$ cat src/rtl/cpu_trace_buffer.sv
// Commit-trace and statistics unit for the pipelined cpu core.
// Records REG/LOAD/STORE/HALT events into a circular FWFT buffer.
module cpu_trace_buffer #(
  parameter int DEPTH      = 16,
  parameter int CYC_W      = 32,
  parameter int MAX_CYCLES = 100000,
  parameter bit WRAP       = 1'b0
) (
  input  logic             clk,
  input  logic             rst_n,
  input  logic             reg_we,
  input  logic [3:0]       reg_idx,
  input  logic [15:0]      reg_data,
  input  logic             mem_rd,
  input  logic             mem_wr,
  input  logic [15:0]      mem_addr,
  input  logic [15:0]      mem_wdata,
  input  logic [15:0]      mem_rdata,
  input  logic             hlt,
  input  logic             rd_en,
  output logic             rd_valid,
  output logic [37:0]      rd_data,
  output logic [CYC_W-1:0] cycle_count,
  output logic [CYC_W-1:0] inst_count,
  output logic [CYC_W-1:0] drop_count,
  output logic             halted,
  output logic             timeout
);

  localparam int AW = $clog2(DEPTH);
  localparam int NW = AW + 2;
  localparam logic [CYC_W-1:0] LIM = CYC_W'(MAX_CYCLES - 1);
  localparam logic [NW-1:0] FULL = NW'(DEPTH);

  typedef enum logic [1:0] {
    RUN,
    HALTED,
    TMO
  } state_e;

  state_e state_q, state_d;
  logic [AW-1:0] rd_ptr_q, rd_ptr_d;
  logic [AW-1:0] wr_ptr_q, wr_ptr_d;
  logic [NW-1:0] count_q, count_d;
  logic [CYC_W-1:0] cyc_q, cyc_d;
  logic [CYC_W-1:0] inst_q, inst_d;
  logic [CYC_W-1:0] drop_q, drop_d;
  logic [37:0] mem_q [DEPTH];

  logic [37:0] ev [3];
  logic [1:0] p, nwr;
  logic run, pop;
  logic [NW-1:0] n, e;

  always_comb begin
    run = (state_q == RUN);
    pop = rd_en && (count_q != '0);
    p = 2'd0;
    ev[0] = '0;
    ev[1] = '0;
    ev[2] = '0;
    if (run && reg_we) begin
      ev[p] = {2'b00, reg_idx, 16'h0000, reg_data};
      p = p + 2'd1;
    end
    if (run && mem_wr) begin
      ev[p] = {2'b10, 4'h0, mem_addr, mem_wdata};
      p = p + 2'd1;
    end else if (run && mem_rd) begin
      ev[p] = {2'b01, 4'h0, mem_addr, mem_rdata};
      p = p + 2'd1;
    end
    // HALT carries the cycle number it was seen in
    if (run && hlt) begin
      ev[p] = {2'b11, 4'h0, 16'h0000, cyc_q[15:0]};
      p = p + 2'd1;
    end

    n = count_q - NW'(pop) + NW'(p);
    e = (n > FULL) ? n - FULL : '0;
    nwr = WRAP ? p : p - e[1:0];
    count_d = (n > FULL) ? FULL : n;
    rd_ptr_d = rd_ptr_q + AW'(pop) + (WRAP ? AW'(e) : AW'(0));
    wr_ptr_d = wr_ptr_q + AW'(nwr);

    cyc_d = cyc_q;
    inst_d = inst_q;
    state_d = state_q;
    drop_d = drop_q + CYC_W'(e);
    if (run) begin
      cyc_d = cyc_q + 1'b1;
      if (hlt || reg_we || mem_wr)
        inst_d = inst_q + 1'b1;
      if (hlt)
        state_d = HALTED;
      else if (cyc_q == LIM)
        state_d = TMO;
    end
  end

  always_ff @(posedge clk or negedge rst_n) begin
    if (!rst_n) begin
      state_q  <= RUN;
      rd_ptr_q <= '0;
      wr_ptr_q <= '0;
      count_q  <= '0;
      cyc_q    <= '0;
      inst_q   <= '0;
      drop_q   <= '0;
    end else begin
      state_q  <= state_d;
      rd_ptr_q <= rd_ptr_d;
      wr_ptr_q <= wr_ptr_d;
      count_q  <= count_d;
      cyc_q    <= cyc_d;
      inst_q   <= inst_d;
      drop_q   <= drop_d;
    end
  end

  // Storage is deliberately not reset
  always_ff @(posedge clk) begin
    for (int i = 0; i < 3; i++) begin
      if (i < int'(nwr))
        mem_q[wr_ptr_q + AW'(i)] <= ev[i];
    end
  end

  assign rd_valid    = (count_q != '0);
  assign rd_data     = mem_q[rd_ptr_q];
  assign cycle_count = cyc_q;
  assign inst_count  = inst_q;
  assign drop_count  = drop_q;
  assign halted      = (state_q == HALTED);
  assign timeout     = (state_q == TMO);

endmodule

$ cat config.mk
export PLATFORM = sky130hd
export DESIGN_NAME = cpu_trace_buffer
export DESIGN_NICKNAME = d
export VERILOG_FILES = /design/src/rtl/cpu_trace_buffer.sv
export SDC_FILE = /design/constraint.sdc
export NUM_CORES = 2
export LEC_CHECK = 0
export CAP_MARGIN = 25
export CORE_ASPECT_RATIO = 1.75
export CORE_MARGIN = 1
export CORE_UTILIZATION = 45
export CTS_BUF_LIST = sky130_fd_sc_hd__clkbuf_2 sky130_fd_sc_hd__clkbuf_4 sky130_fd_sc_hd__clkbuf_8
export CTS_CLUSTER_DIAMETER = 200
export CTS_CLUSTER_SIZE = 16
export DETAILED_ROUTE_END_ITERATION = 10
export PLACE_DENSITY_LB_ADDON = 0.2
export SKIP_CTS_REPAIR_TIMING = 1
export SYNTH_ARGS = -nofsm -noshare
export SYNTH_HDL_FRONTEND = slang
export SYNTH_SLANG_ARGS = --single-unit
export TNS_END_PERCENT = 10
$ cat constraint.sdc
create_clock -name clk -period 11.4 [get_ports clk]
set_clock_uncertainty 0.1 [all_clocks]
set_input_delay 2.28 -clock clk [delete_from_list [all_inputs] [get_ports clk]]
set_output_delay 2.28 -clock clk [all_outputs]
set_load 0.005 [all_outputs]
Word-level counts from Yosys, hierarchy flattened

Memory sizes are Yosys's and may differ from the RTL's.
Index checks and enable logic that the tools add are counted.

Memories kept: 1
RAM bits: 608
Word-level logic and storage cells: 73
Bits of input ports: 75
Output and inout bits: 137
Flip-flop bits (word level): 112

Memories:

| memory | words | width | rd ports | clocked after Yosys merged registers in | write ports | line | source |
|---|---|---|---|---|---|---|---|
| mem_q  | 16    | 38    | 1        | 0                                       | 3           | 48   | `logic [37:0] mem_q [DEPTH];` |

Bitwise logic cells: 2
Muxes and demuxes: 25
Reduce and logical (&&, ||, !) cells: 14
Eq/ne operators: 3
Add/subtract/negate cells: 13
$lt $le $gt $ge: 8

Operators with widths:

| operator                | number |
|---|---|
| $bwmux W114             | 3 |
| $mux W114               | 3 |
| $demux W38 S2           | 2 |
| $mux W38                | 2 |
| $add A32 B1 Y32 const B | 2 |
| $mux W36                | 1 |
| $add A32 B6 Y32         | 1 |
| $eq A32 B17 Y1 const B  | 1 |
| $mux W6                 | 2 |
| $mux W2                 | 5 |
| $logic_and A1 B1 Y1     | 7 |
| $mux W1                 | 7 |
| $add A6 B2 Y6           | 1 |
| $ge A3 B3 Y1 const B    | 2 |
| $gt A6 B5 Y1 const B    | 1 |
| $lt A3 B1 Y1 const B    | 2 |
| $not A2 Y3              | 2 |
| $reduce_bool A6 Y1      | 1 |
| $sub A6 B1 Y6           | 1 |
| $sub A6 B5 Y6 const B   | 1 |
| $add A2 B1 Y2 const B   | 2 |
| $add A4 B1 Y4           | 1 |
| $add A4 B1 Y4 const B   | 1 |
| $add A4 B2 Y4           | 1 |
| 10 further kinds        | 13 |

Longest topological paths before layout

Depth in word-level cells: 15
Gate-level depth with buffers: 32
Mapped depth without buffers: 28

Worst setup path after synthesis

OpenSTA, ideal clock, no wires.

Path kind: in2reg
From: in reg_we
To: mem mem_q[1][0] (enable)
Buffers on the path: 2
Library setup time: 0.566 ns
Arrival: 11.569 ns
Required time: 10.734 ns
Setup slack: -0.835 ns
Cell stages on the path: 25
Cells stage by stage: nor3b_2 -> o21ai_0 -> ha_1 -> nand2b_1 -> o21ai_0 -> nand2_1 -> ha_1 -> inv_1 -> ha_1 -> a21oi_1 -> and3b_1 -> o21ai_0 -> and2_1 -> nand2_1 -> and2_1 -> ha_1 -> o211a_1 -> or3_1 -> buf_4 -> a311oi_4 -> nor2_4 -> inv_2 -> nor2_1 -> clkbuf_1 -> o311ai_0

RTL lines:

| what               | line | source |
|---|---|---|
| start: declaration | 11   | `input logic reg_we,` |
| end: declaration   | 48   |  |

==> impl_metrics.tcl <==
set metrics [dict create \
    dr_total_vias 35367 \
    synth_enable_flop_cells 608 \
    switching_share 0.472 \
    critical_path_at_ns 10.16 \
    mappedNetlistNets 4234 \
    start_util 0.456 \
    cp.required_ns 11.68 \
    fin_ws_ns 1.52 \
    total_switching_power_uw 5660 \
    placement_rows 145 \
    cellInternalPower_uw 6340 \
    htree_levels 2 \
    seqPwrFrac 0.369 \
    detailedRoute.firstPassIterationCount 8 \
    grt_overflow 0 \
    placement.setup.worst_slack_ns 0.926 \
    io_pins 212 \
    rsz_0062_raised_after_global_routing "no" \
    max_clock_freq_ghz 0.101 \
    timing.setup.tns_ns 0 \
    areaGrowthSynthToFinish_pct 10.2 \
    final_hold_viol_count 0 \
    hold_path_startpoint "drop_count[31]$_DFF_PN0_" \
    synth_async_sr_flop_share 0.156 \
    status "finished clean" \
    max-slew-margin-rel 0.258 \
    final_core_utilization 0.503 \
    timing.critical_path.to_type "flop" \
    total_count_of_max_transition_violations_in_the_final_report 0 \
    floorplan.core_area_um2 89600 \
    dieArea_um2 92100 \
    placed_cells_incl_taps 5207 \
    cellPowerDensity_nw_per_um2 267 \
    drive_above_1_share 0.0982 \
    port-buffer-count 211 \
    initial_drt_markers 4405 \
    post-route-cell-area_um2 45000 \
    leakagePower_uw 0.0157 \
    grt_first_pass_wirelength_mm 238 \
    timing.critical_path.fanout_max 55 \
    post_dp_cell_area_um2 44200 \
    ir_drop_uv 306 \
    final_antenna_net_count 0 \
    clockPowerShare 0.112 \
    fp.dieW_um 230 \
    netlist_area_um2 40900 \
    cts-root-to-sink-buffers 3 \
    timing_worst_setup_path_type "input port to flop" \
    hp-class "flop to flop" \
    via_count_of_the_first_global_routing_pass 34557 \
    drt_drc_violations_left 0 \
    cap_viol_max_count 0 \
    grt_antenna_before_repair 2 \
    ys_ff_latch 720 \
    min_delay_worst_endpoint "drop_count[31]$_DFF_PN0_" \
    gpl.final_weighted_congestion 0.961 \
    worst_setup_path_start_kind "input port" \
    period_share 0.867 \
    fill_cells 8212 \
    holdPathStages 1 \
    synth_cell_types 71 \
    synthesis.yosys.warnings 0 \
    die_y_um 401 \
    synth_cells 4130 \
    place_hpwl_mm 109 \
    r2r_slack_ns 2.94 \
    r2r-end "mem_q[9][33]$_SDFFCE_PP0P_" \
    setup_viol 0 \
    clk_pin_slew_ns 0.11 \
    grt_max_degree 83 \
    totalWireLength_mm 166 \
    power.combinational.fraction 0.518 \
    final_cell_count_no_fill 5280 \
    seq_area_frac_synth 0.515 \
    post_drt_wl_per_cell_um 31.3 \
    timing.final.crit_period_ns 9.88 \
    mean_number_of_vias_per_cell 6.70 \
    clock_sinks 720 \
    synthFlopType "sky130_fd_sc_hd__edfxtp_1" \
    clock-root-buffer "sky130_fd_sc_hd__clkbuf_8" \
    total_cts_buffers 50 \
    track_usage 0.353 \
    worst_pin_slew_ns 1.11 \
    cts_tree "yes" \
    worst_r2r_startpoint "state_q[0]$_DFFE_PN0P_" \
    syn_area_per_cell_um2 9.89 \
    worstSkewPairLatency_ns 0.75 \
    fin_nets 4189 \
    rr_worst_depth 25 \
]
[synthesized netlist by cell type (10+ instances only)]
cell / number / area, um^2
sky130_fd_sc_hd__or2_2: 20 / 125
sky130_fd_sc_hd__nand3_1: 191 / 956
sky130_fd_sc_hd__xor2_1: 41 / 359
sky130_fd_sc_hd__buf_1: 52 / 195
sky130_fd_sc_hd__nand2b_1: 12 / 75.1
sky130_fd_sc_hd__edfxtp_1: 608 / 18300
sky130_fd_sc_hd__ha_1: 26 / 325
sky130_fd_sc_hd__a32oi_1: 51 / 447
sky130_fd_sc_hd__o21ai_1: 26 / 130
sky130_fd_sc_hd__nor3_1: 22 / 110
sky130_fd_sc_hd__nor2_1: 378 / 1420
sky130_fd_sc_hd__inv_1: 28 / 105
sky130_fd_sc_hd__dfrtp_1: 112 / 2800
sky130_fd_sc_hd__a21o_1: 19 / 143
sky130_fd_sc_hd__mux2_2: 23 / 259
sky130_fd_sc_hd__o311ai_0: 17 / 149
sky130_fd_sc_hd__nand2_1: 697 / 2620
sky130_fd_sc_hd__nand4_1: 10 / 62.6
sky130_fd_sc_hd__o22ai_1: 17 / 106
sky130_fd_sc_hd__clkbuf_1: 293 / 1100
sky130_fd_sc_hd__a221oi_1: 167 / 1460
sky130_fd_sc_hd__mux4_2: 76 / 1710
sky130_fd_sc_hd__and3_1: 24 / 150
sky130_fd_sc_hd__xnor2_1: 61 / 534
sky130_fd_sc_hd__nor2b_1: 12 / 75.1
sky130_fd_sc_hd__o21ai_0: 85 / 425
sky130_fd_sc_hd__a31oi_1: 64 / 400
sky130_fd_sc_hd__mux2i_1: 138 / 1380
sky130_fd_sc_hd__o31ai_1: 10 / 75.1
sky130_fd_sc_hd__nor4_1: 11 / 68.8
sky130_fd_sc_hd__a21oi_1: 533 / 2670
sky130_fd_sc_hd__a22oi_1: 87 / 653
sky130_fd_sc_hd__and2_1: 55 / 344
sky130_fd_sc_hd__buf_2: 92 / 460
[stage by stage]
step	hold slack, ns	power, uW
finish	0.377	12000
detailed placement	0.358	10500
global placement	0.360	10500
floorplan	0.365	7870
CTS	0.384	11800
global route	0.391	12300
[layout by cell type, fill, tap and decap left out, types with 19 or more instances in the layout]
master and count:
sky130_fd_sc_hd__and2_1 54, sky130_fd_sc_hd__ha_1 26, sky130_fd_sc_hd__a21o_1 19, sky130_fd_sc_hd__or2_2 20
sky130_fd_sc_hd__nand3_1 191, sky130_fd_sc_hd__edfxtp_1 608, sky130_fd_sc_hd__mux4_2 76, sky130_fd_sc_hd__nor2_1 376
sky130_fd_sc_hd__a21oi_1 525, sky130_fd_sc_hd__a32oi_1 51, sky130_fd_sc_hd__o21ai_0 83, sky130_fd_sc_hd__and3_1 24
sky130_fd_sc_hd__buf_4 131, sky130_fd_sc_hd__clkbuf_8 51, sky130_fd_sc_hd__xnor2_1 61, sky130_fd_sc_hd__a22oi_1 87
sky130_fd_sc_hd__mux2i_1 134, sky130_fd_sc_hd__xor2_1 41, sky130_fd_sc_hd__a221oi_1 167, sky130_fd_sc_hd__mux2_2 23
sky130_fd_sc_hd__nand2_1 697, sky130_fd_sc_hd__dfrtp_1 108, sky130_fd_sc_hd__a31oi_1 63, sky130_fd_sc_hd__clkdlybuf4s50_1 210
sky130_fd_sc_hd__inv_1 28, sky130_fd_sc_hd__nor3_1 21
[state kept, by name, summed over array words and instances, names as in the netlist]
| signal | flops |
|---|---|
| count_q | 6 |
| cycle_count | 32 |
| drop_count | 32 |
| inst_count | 32 |
| mem_q | 608 |
| rd_ptr_q | 4 |
| state_q | 2 |
| wr_ptr_q | 4 |
[logic make-up (layout without fill, tap and decap cells)]
logic type,after synthesis,in the layout,synth area share
buffers and inverters,471,443,0.0466
adder cells (fa/ha/maj),29,29,0.00943
AND/OR/NAND/NOR,1455,1455,0.152
flip-flops,720,720,0.515
XOR/XNOR,102,102,0.0219
other,1,3,0.0000918
AO/OA/AOI/OAI,1115,1115,0.173
multiplexers,237,237,0.0820
[worst max-delay path, stage by stage]
cell and delay [ns]:
sky130_fd_sc_hd__clkdlybuf4s50_1 0.50, sky130_fd_sc_hd__buf_4 0.30, sky130_fd_sc_hd__o21ai_1 0.19, sky130_fd_sc_hd__nand3_1 0.21, sky130_fd_sc_hd__inv_1 0.07, sky130_fd_sc_hd__ha_1 0.27, sky130_fd_sc_hd__nand2b_1 0.16, sky130_fd_sc_hd__o21ai_0 0.12
sky130_fd_sc_hd__nand2_1 0.09, sky130_fd_sc_hd__ha_1 0.32, sky130_fd_sc_hd__fa_1 0.41, sky130_fd_sc_hd__nand2b_1 0.16, sky130_fd_sc_hd__a21oi_1 0.17, sky130_fd_sc_hd__xnor2_1 0.44, sky130_fd_sc_hd__nand2_1 0.33, sky130_fd_sc_hd__and2_1 0.30
sky130_fd_sc_hd__ha_1 0.24, sky130_fd_sc_hd__o211a_1 0.13, sky130_fd_sc_hd__or3_1 0.58, sky130_fd_sc_hd__a311oi_4 0.34, sky130_fd_sc_hd__buf_4 0.43, sky130_fd_sc_hd__nor2_4 0.19, sky130_fd_sc_hd__inv_2 0.09, sky130_fd_sc_hd__buf_4 0.59
sky130_fd_sc_hd__nand2_1 0.22, sky130_fd_sc_hd__o311ai_2 0.30, sky130_fd_sc_hd__buf_4 0.65
[worst max-delay path by stage]
stage                     startpoint                         end  slack [ns]  depth (start not counted)
after floorplan               reg_we       mem_q[1][0]$_DFFE_PP_       -0.84                         25
after global placement        reg_we  mem_q[9][32]$_SDFFCE_PP0P_        1.08                         27
after detailed placement      reg_we      mem_q[9][10]$_DFFE_PP_        0.93                         27
after CTS                     reg_we       mem_q[9][6]$_DFFE_PP_        1.70                         27
after global routing          reg_we  mem_q[9][33]$_SDFFCE_PP0P_        1.17                         27
final                         reg_we  mem_q[9][33]$_SDFFCE_PP0P_        1.52                         27
[area by class of cell]
class                           count  area [um^2]  area share
Timing Repair Buffer              345         3160      0.0702
Tap cell                         1176         1470      0.0327
Multi-Input combinational cell   2939        18400       0.408
Clock buffer                       68          830      0.0184
Clock inverter                      1         7.51    0.000167
Antenna cell                        2         5.00    0.000111
Sequential cell                   720        21100       0.468
Inverter                           29          109     0.00242
[power by group through the flow]
stage | clock [uW] | sequential (uW) | combinational (uW)
after floorplan | 0 | 4410 | 3460
after global placement | 0 | 4450 | 6020
after detailed placement | 0 | 4480 | 6060
after CTS | 1350 | 4420 | 6070
after global routing | 1430 | 4490 | 6430
final | 1350 | 4430 | 6230
[metal layers]
metal	track usage	up-vias	wire, um
li1	-	15066	-
met1	0.398	17087	55200
met2	0.601	2556	80700
met3	0.0661	658	15900
met4	0.245	0	13600
met5	0	-	0
Power figures use the tool's default switching activity.
